<file path="src/rtl/memory_unit.sv">
// memory_unit
// 256 x 8 memory shared by a CPU and a program loader.
//
// The CPU side uses an address register (loaded from bus_in) and a write
// strobe; read data is a combinational view of mem[addr_reg]. The loader
// side streams bytes into memory starting at LOAD_BASE, holding the CPU in
// reset for the whole load plus one flush cycle.
//
// Ports
//   clk          single clock, rising edge
//   rst          synchronous active-high reset (memory contents survive)
//   bus_in       CPU data bus: address or write data
//   load_add_reg CPU strobe: addr_reg <= bus_in (IDLE only)
//   write        CPU strobe: mem[addr_reg] <= bus_in (IDLE only)
//   data_out     mem[addr_reg], combinational
//   ld_start     one-cycle request to begin a load (IDLE only)
//   ld_valid     loader byte present on ld_data
//   ld_data      loader byte
//   ld_last      marks the final loader byte
//   ld_ready     loader byte is accepted this cycle
//   cpu_hold     CPU must be held in reset
//   ld_count     bytes accepted in the current / most recent load (sat. 256)
//   ld_overflow  sticky: the load wrapped past address 8'hFF

module memory_unit #(
  parameter logic [7:0] LOAD_BASE = 8'd0,
  parameter logic [7:0] MEM_INIT  = 8'd0
) (
  input  logic       clk,
  input  logic       rst,
  input  logic [7:0] bus_in,
  input  logic       load_add_reg,
  input  logic       write,
  output logic [7:0] data_out,
  input  logic       ld_start,
  input  logic       ld_valid,
  input  logic [7:0] ld_data,
  input  logic       ld_last,
  output logic       ld_ready,
  output logic       cpu_hold,
  output logic [8:0] ld_count,
  output logic       ld_overflow
);

  typedef enum logic [1:0] {
    ST_IDLE  = 2'd0,
    ST_LOAD  = 2'd1,
    ST_FLUSH = 2'd2
  } state_t;

  // Filled once at simulation start; reset deliberately leaves it alone.
  logic [7:0] mem_r [0:255] = '{default: MEM_INIT};

  state_t     state_r;
  state_t     state_next_s;
  logic [7:0] addr_r;
  logic [7:0] addr_next_s;
  logic [7:0] ptr_r;
  logic [7:0] ptr_next_s;
  logic [8:0] count_r;
  logic [8:0] count_next_s;
  logic       ovf_r;
  logic       ovf_next_s;
  logic       ready_r;
  logic       hold_r;

  logic       mem_we_s;
  logic [7:0] mem_waddr_s;
  logic [7:0] mem_wdata_s;

  // Next-state and datapath control for the CPU/loader arbitration FSM.
  always_comb begin
    state_next_s = state_r;
    addr_next_s  = addr_r;
    ptr_next_s   = ptr_r;
    count_next_s = count_r;
    ovf_next_s   = ovf_r;
    mem_we_s     = 1'b0;
    mem_waddr_s  = addr_r;
    mem_wdata_s  = bus_in;

    case (state_r)
      ST_IDLE: begin
        // A same-cycle write uses the old addr_reg because mem_waddr_s is
        // taken from addr_r, while addr_reg updates at the same edge.
        if (write) begin
          mem_we_s = 1'b1;
        end else begin
          mem_we_s = 1'b0;
        end
        if (load_add_reg) begin
          addr_next_s = bus_in;
        end else begin
          addr_next_s = addr_r;
        end
        if (ld_start) begin
          state_next_s = ST_LOAD;
          ptr_next_s   = LOAD_BASE;
          count_next_s = 9'd0;
          ovf_next_s   = 1'b0;
        end else begin
          state_next_s = ST_IDLE;
        end
      end

      ST_LOAD: begin
        if (ld_valid) begin
          mem_we_s    = 1'b1;
          mem_waddr_s = ptr_r;
          mem_wdata_s = ld_data;
          ptr_next_s  = ptr_r + 8'd1;
          if (count_r == 9'd256) begin
            count_next_s = count_r;
          end else begin
            count_next_s = count_r + 9'd1;
          end
          if (ld_last) begin
            state_next_s = ST_FLUSH;
          end else if (ptr_r == 8'hFF) begin
            state_next_s = ST_LOAD;
            ovf_next_s   = 1'b1;
          end else begin
            state_next_s = ST_LOAD;
          end
        end else begin
          state_next_s = ST_LOAD;
        end
      end

      ST_FLUSH: begin
        state_next_s = ST_IDLE;
        addr_next_s  = 8'd0;
      end

      default: begin
        state_next_s = ST_IDLE;
        addr_next_s  = 8'd0;
      end
    endcase
  end

  // State, pointer, counters and registered handshake outputs.
  always_ff @(posedge clk) begin
    if (rst) begin
      state_r <= ST_IDLE;
      addr_r  <= 8'd0;
      ptr_r   <= LOAD_BASE;
      count_r <= 9'd0;
      ovf_r   <= 1'b0;
      ready_r <= 1'b0;
      hold_r  <= 1'b0;
    end else begin
      state_r <= state_next_s;
      addr_r  <= addr_next_s;
      ptr_r   <= ptr_next_s;
      count_r <= count_next_s;
      ovf_r   <= ovf_next_s;
      // Decoded from the next state so the outputs leave a flop directly.
      ready_r <= (state_next_s == ST_LOAD);
      hold_r  <= (state_next_s != ST_IDLE);
    end
  end

  // Memory write port; reset blocks writes but never clears contents.
  always_ff @(posedge clk) begin
    if (mem_we_s && !rst) begin
      mem_r[mem_waddr_s] <= mem_wdata_s;
    end
  end

  assign data_out    = mem_r[addr_r];
  assign ld_ready    = ready_r;
  assign cpu_hold    = hold_r;
  assign ld_count    = count_r;
  assign ld_overflow = ovf_r;

endmodule

</file>
<file path="config.mk">
export PLATFORM = sky130hd
export DESIGN_NAME = memory_unit
export DESIGN_NICKNAME = d
export VERILOG_FILES = /design/src/rtl/memory_unit.sv
export SDC_FILE = /design/constraint.sdc
export NUM_CORES = 2
export LEC_CHECK = 0
export ABC_AREA = 1
export CAP_MARGIN = 20
export CORE_ASPECT_RATIO = 1.4
export CORE_UTILIZATION = 50
export CTS_CLUSTER_SIZE = 30
export DETAILED_ROUTE_END_ITERATION = 6
export HOLD_SLACK_MARGIN = 0.06
export PLACE_DENSITY_LB_ADDON = 0.2
export SYNTH_ARGS = -nofsm -noshare
export SYNTH_HDL_FRONTEND = slang
export SYNTH_SLANG_ARGS = --single-unit
</file>
<file path="constraint.sdc">
create_clock -name clk -period 22.7 [get_ports clk]
set_input_delay 4.54 -clock clk [delete_from_list [all_inputs] [get_ports clk]]
set_output_delay 4.54 -clock clk [all_outputs]
set_load 0.01 [all_outputs]
</file>
==> out/summary.md <==
* result of the run: completed
* number of buffers and inverters on the critical path: 5
* fraction of final layout cells with drive strength greater than 1: 5.57%
* total count of max-transition violations in the final report: 0
* Tmin final: 11.06 ns
* number of flops mapped to enable cells by yosys: 2048
* crit-path max cell delay: 0.94 ns
* post-detail-place hpwl: 128 mm
* number of antenna violations at the first check in global routing: 3
* H-tree levels: 4
* NumNets Final: 7080
* clk slew on worst S/H paths: 0.07 ns
* post-layout utilization of the core: 55.2%
* synthesis-stage register bit count: 2086
* top post-synthesis cells by area: edfxtp_1 (73%), nand3_1 (12%), nand2_1 (9.5%)
* clock latency on the worst-skew pair: 0.83 ns
* VDD IR max: 0.0944 mV
* number of top-level pins: 43
* power density of the placed cells: 87.1 nW/um2
* final-layout fill cell count: 13819
* worst setup path class: reg -> out
* Max Clk Rate: 90.4 MHz
* number of instances resized during post-cts repair: 0
* Mapped Cells: 7222
* maximum root-to-sink buffer count: 3
* Total Negative Setup Slacks: 0 ns
* area of the placeable core: 168000 um2
* global router's overall resource usage: 27.1%
* first-pass detailed-route iteration total: 6
* number of design rule violations left after detail routing: 0
* number of hold violations in the final report: 0
* Post-Synthesis Net Count: 7248
* number of DRC violations after detailed-routing iteration 0: 5989
* WL/cell: 24.6 um
* cell at the root of the clock tree: clkbuf_16
* fraction of the cycle the final worst path needs: 48.7%
* critical-path cell list: inv_8 -> buf_4 -> buf_4 -> buf_4 -> nand2_1 -> nand3_1 -> nand3_1 -> nand3_1 -> nand3_1 -> nand3_1 -> nand3_1 -> nand2_1 -> nand2_1 -> nand2_1 -> clkdlybuf4s50_1
* worst hold slack after final layout: 0.452 ns
* Routed Wire Length: 233 mm
* Critical Path Sink Type: primary output
* post-cts hold buffer count: 0
* worst path arrival time: 6.52 ns
* Leakage: 31.6 nW
* area added between synthesis and finish: 9.35%
* max capacitance violation total: 0
* startpoint class of the critical path: flop
* final number of setup-violating endpoints: 0
* vias in the first global route: 53322
* Critical Path Fanout Max: 155
* CP most frequent cell: nand3_1
* proportion of synthesized flip-flops having asynchronous set or reset: 0%
* Req. time, crit path: 18.16 ns
* post-CTS setup repair buffer count: 0
* top_reg_cell synth: edfxtp_1
* count of antenna-violating nets left after detailed routing: 0
* Vias/cell: 5.85
* wire length of the first global-routing pass: 344 mm
* horizontal die dimension: 350 um
* worst-case headroom to the max-slew limit: 15.7%
* warning count from the yosys run: 0
* vias post-DR: 55303
* leftover overflow at the end of global routing: 0
* worst hold path type: reg -> reg
* clock tree from TritonCTS: yes
* row cnt: 178
* die area: 171000 um2
* area share of the largest cell type after synthesis: 72.5%
* setup repair after global routing missed its margin: false
* library cells used by synthesis: 34
* quantity of I/O buffers inserted on ports: 42
* Die Y: 489 um
* Synth Cell Area: 84800 um2
* synthesized area per cell: 11.7 um2
* number of CTS-inserted buffers: 189
* routability cong.: 0.898
* overall power after layout: 0.00807 W
* slew at the pin closest to its max-slew limit: 1.26 ns
* number of sinks driven by the clock tree: 2086
* master of the slowest instance on the critical path: buf_4
* sequential area share after synthesis: 73.4%
* post-synthesis cell type with the largest combined area: edfxtp_1
* starting density of the core: 50.4%
* final clock skew: 0.0283 ns
* Largest delay share family, worst path: buffers and inverters
* maximum number of pins on one net before global-route repair: 218
## metal layers
| metal | part of all wire (%) | routed length (um) | GRT usage, % |
|---|---|---|---|
| met1 | 38 | 88700 | 35.0 |
| met2 | 49 | 114000 | 45.0 |
| met3 | 7.4 | 17300 | 3.53 |
| met4 | 5.5 | 12700 | 14.1 |
| met5 | 0.0056 | 13 | 0 |
## through the flow
| step | instance area (um2) | setup WS (ns) | std cells |
|---|---|---|---|
| 2_1_floorplan | 84800 | 5.47 | 7222 |
| 3_3_place_gp | 86700 | 12.48 | 9110 |
| 3_5_place_dp | 86700 | 12.29 | 9110 |
| 4_1_cts | 92700 | 11.65 | 9452 |
| 5_1_grt | 92700 | 11.42 | 9456 |
| 6_report | 92700 | 11.64 | 9457 |
## synthesized netlist by cell type (4+ instances only)
cell type     n
nand2_1    2141
edfxtp_1   2048
nand3_1    2020
buf_2       306
nor2_1      301
clkbuf_1    112
inv_1        71
buf_1        63
dfxtp_1      38
a21oi_1      18
nor3_1       12
o21ai_0      12
inv_2        11
nand2_2      10
buf_4         9
o22ai_1       8
and3_1        5
nand4_1       4
nor2_2        4
nor2_4        4
o21ai_2       4
## logic make-up after synthesis
| group | count (synthesis) | share of synthesized area, % |
|---|---|---|
| fa+ha+maj | 3 | 0.0443 |
| flops | 2086 | 73.4 |
| buf+inv | 572 | 3.02 |
| compound gates | 50 | 0.376 |
| xor+xnor | 4 | 0.0413 |
| simple gates | 4507 | 23.1 |
## state kept, by name (all words and copies together) (netlist names), named ones only
| register | count |
|---|---|
| addr_r | 8 |
| cpu_hold | 1 |
| ld_count | 9 |
| ld_overflow | 1 |
| ld_ready | 1 |
| mem_r | 2048 |
| ptr_r | 8 |
| state_r | 2 |
## cell usage in the layout (no fill, tap or decap), drive strengths merged, types with 3 or more instances in the layout
cell,count
a21oi,19
o21ai,20
bufinv,19
o22ai,8
dfxtp,38
xor2,3
clkinv,81
nand2,2151
nor2,309
inv,88
buf,89
ha,3
nand4,4
nor3,12
nand3,2023
clkdlybuf4s50,42
and3,5
edfxtp,2048
clkinvlp,5
clkbuf,231
## power breakdown
part | switching (W) | internal (W) | leakage [nW]
registers | 0.0000101 | 0.00428 | 18.7
logic | 0.000485 | 0.000139 | 9.94
clock network | 0.00139 | 0.00177 | 2.93
total | 0.00189 | 0.00618 | 31.6
## final cells by class
class,count,area [um2],area share (%)
Tap cell,2250,2820,3.04
Clock inverter,111,1040,1.12
Inverter,82,338,0.364
Antenna cell,2,5.00,0.00540
Sequential cell,2086,62300,67.2
Timing Repair Buffer,131,1220,1.32
Clock buffer,231,4970,5.36
Multi-Input combinational cell,4564,20100,21.6
## final timing paths
path,startpoint,to,slack (ns),cells past startpoint
setup / recovery,flop,data_out[7],11.64,15
hold / removal,ld_overflow,ld_overflow,0.45,2
setup reg to reg,state_r[0],mem_r[103][4],16.88,8
hold reg to reg,ld_overflow,ld_overflow,0.45,2
## tightest hold or removal path: stages (launching register included)
cell and delay [ns]:
dfxtp_1 0.31, inv_1 0.05, a21oi_1 0.05
Note: power is estimated with default switching activity, not from simulation.
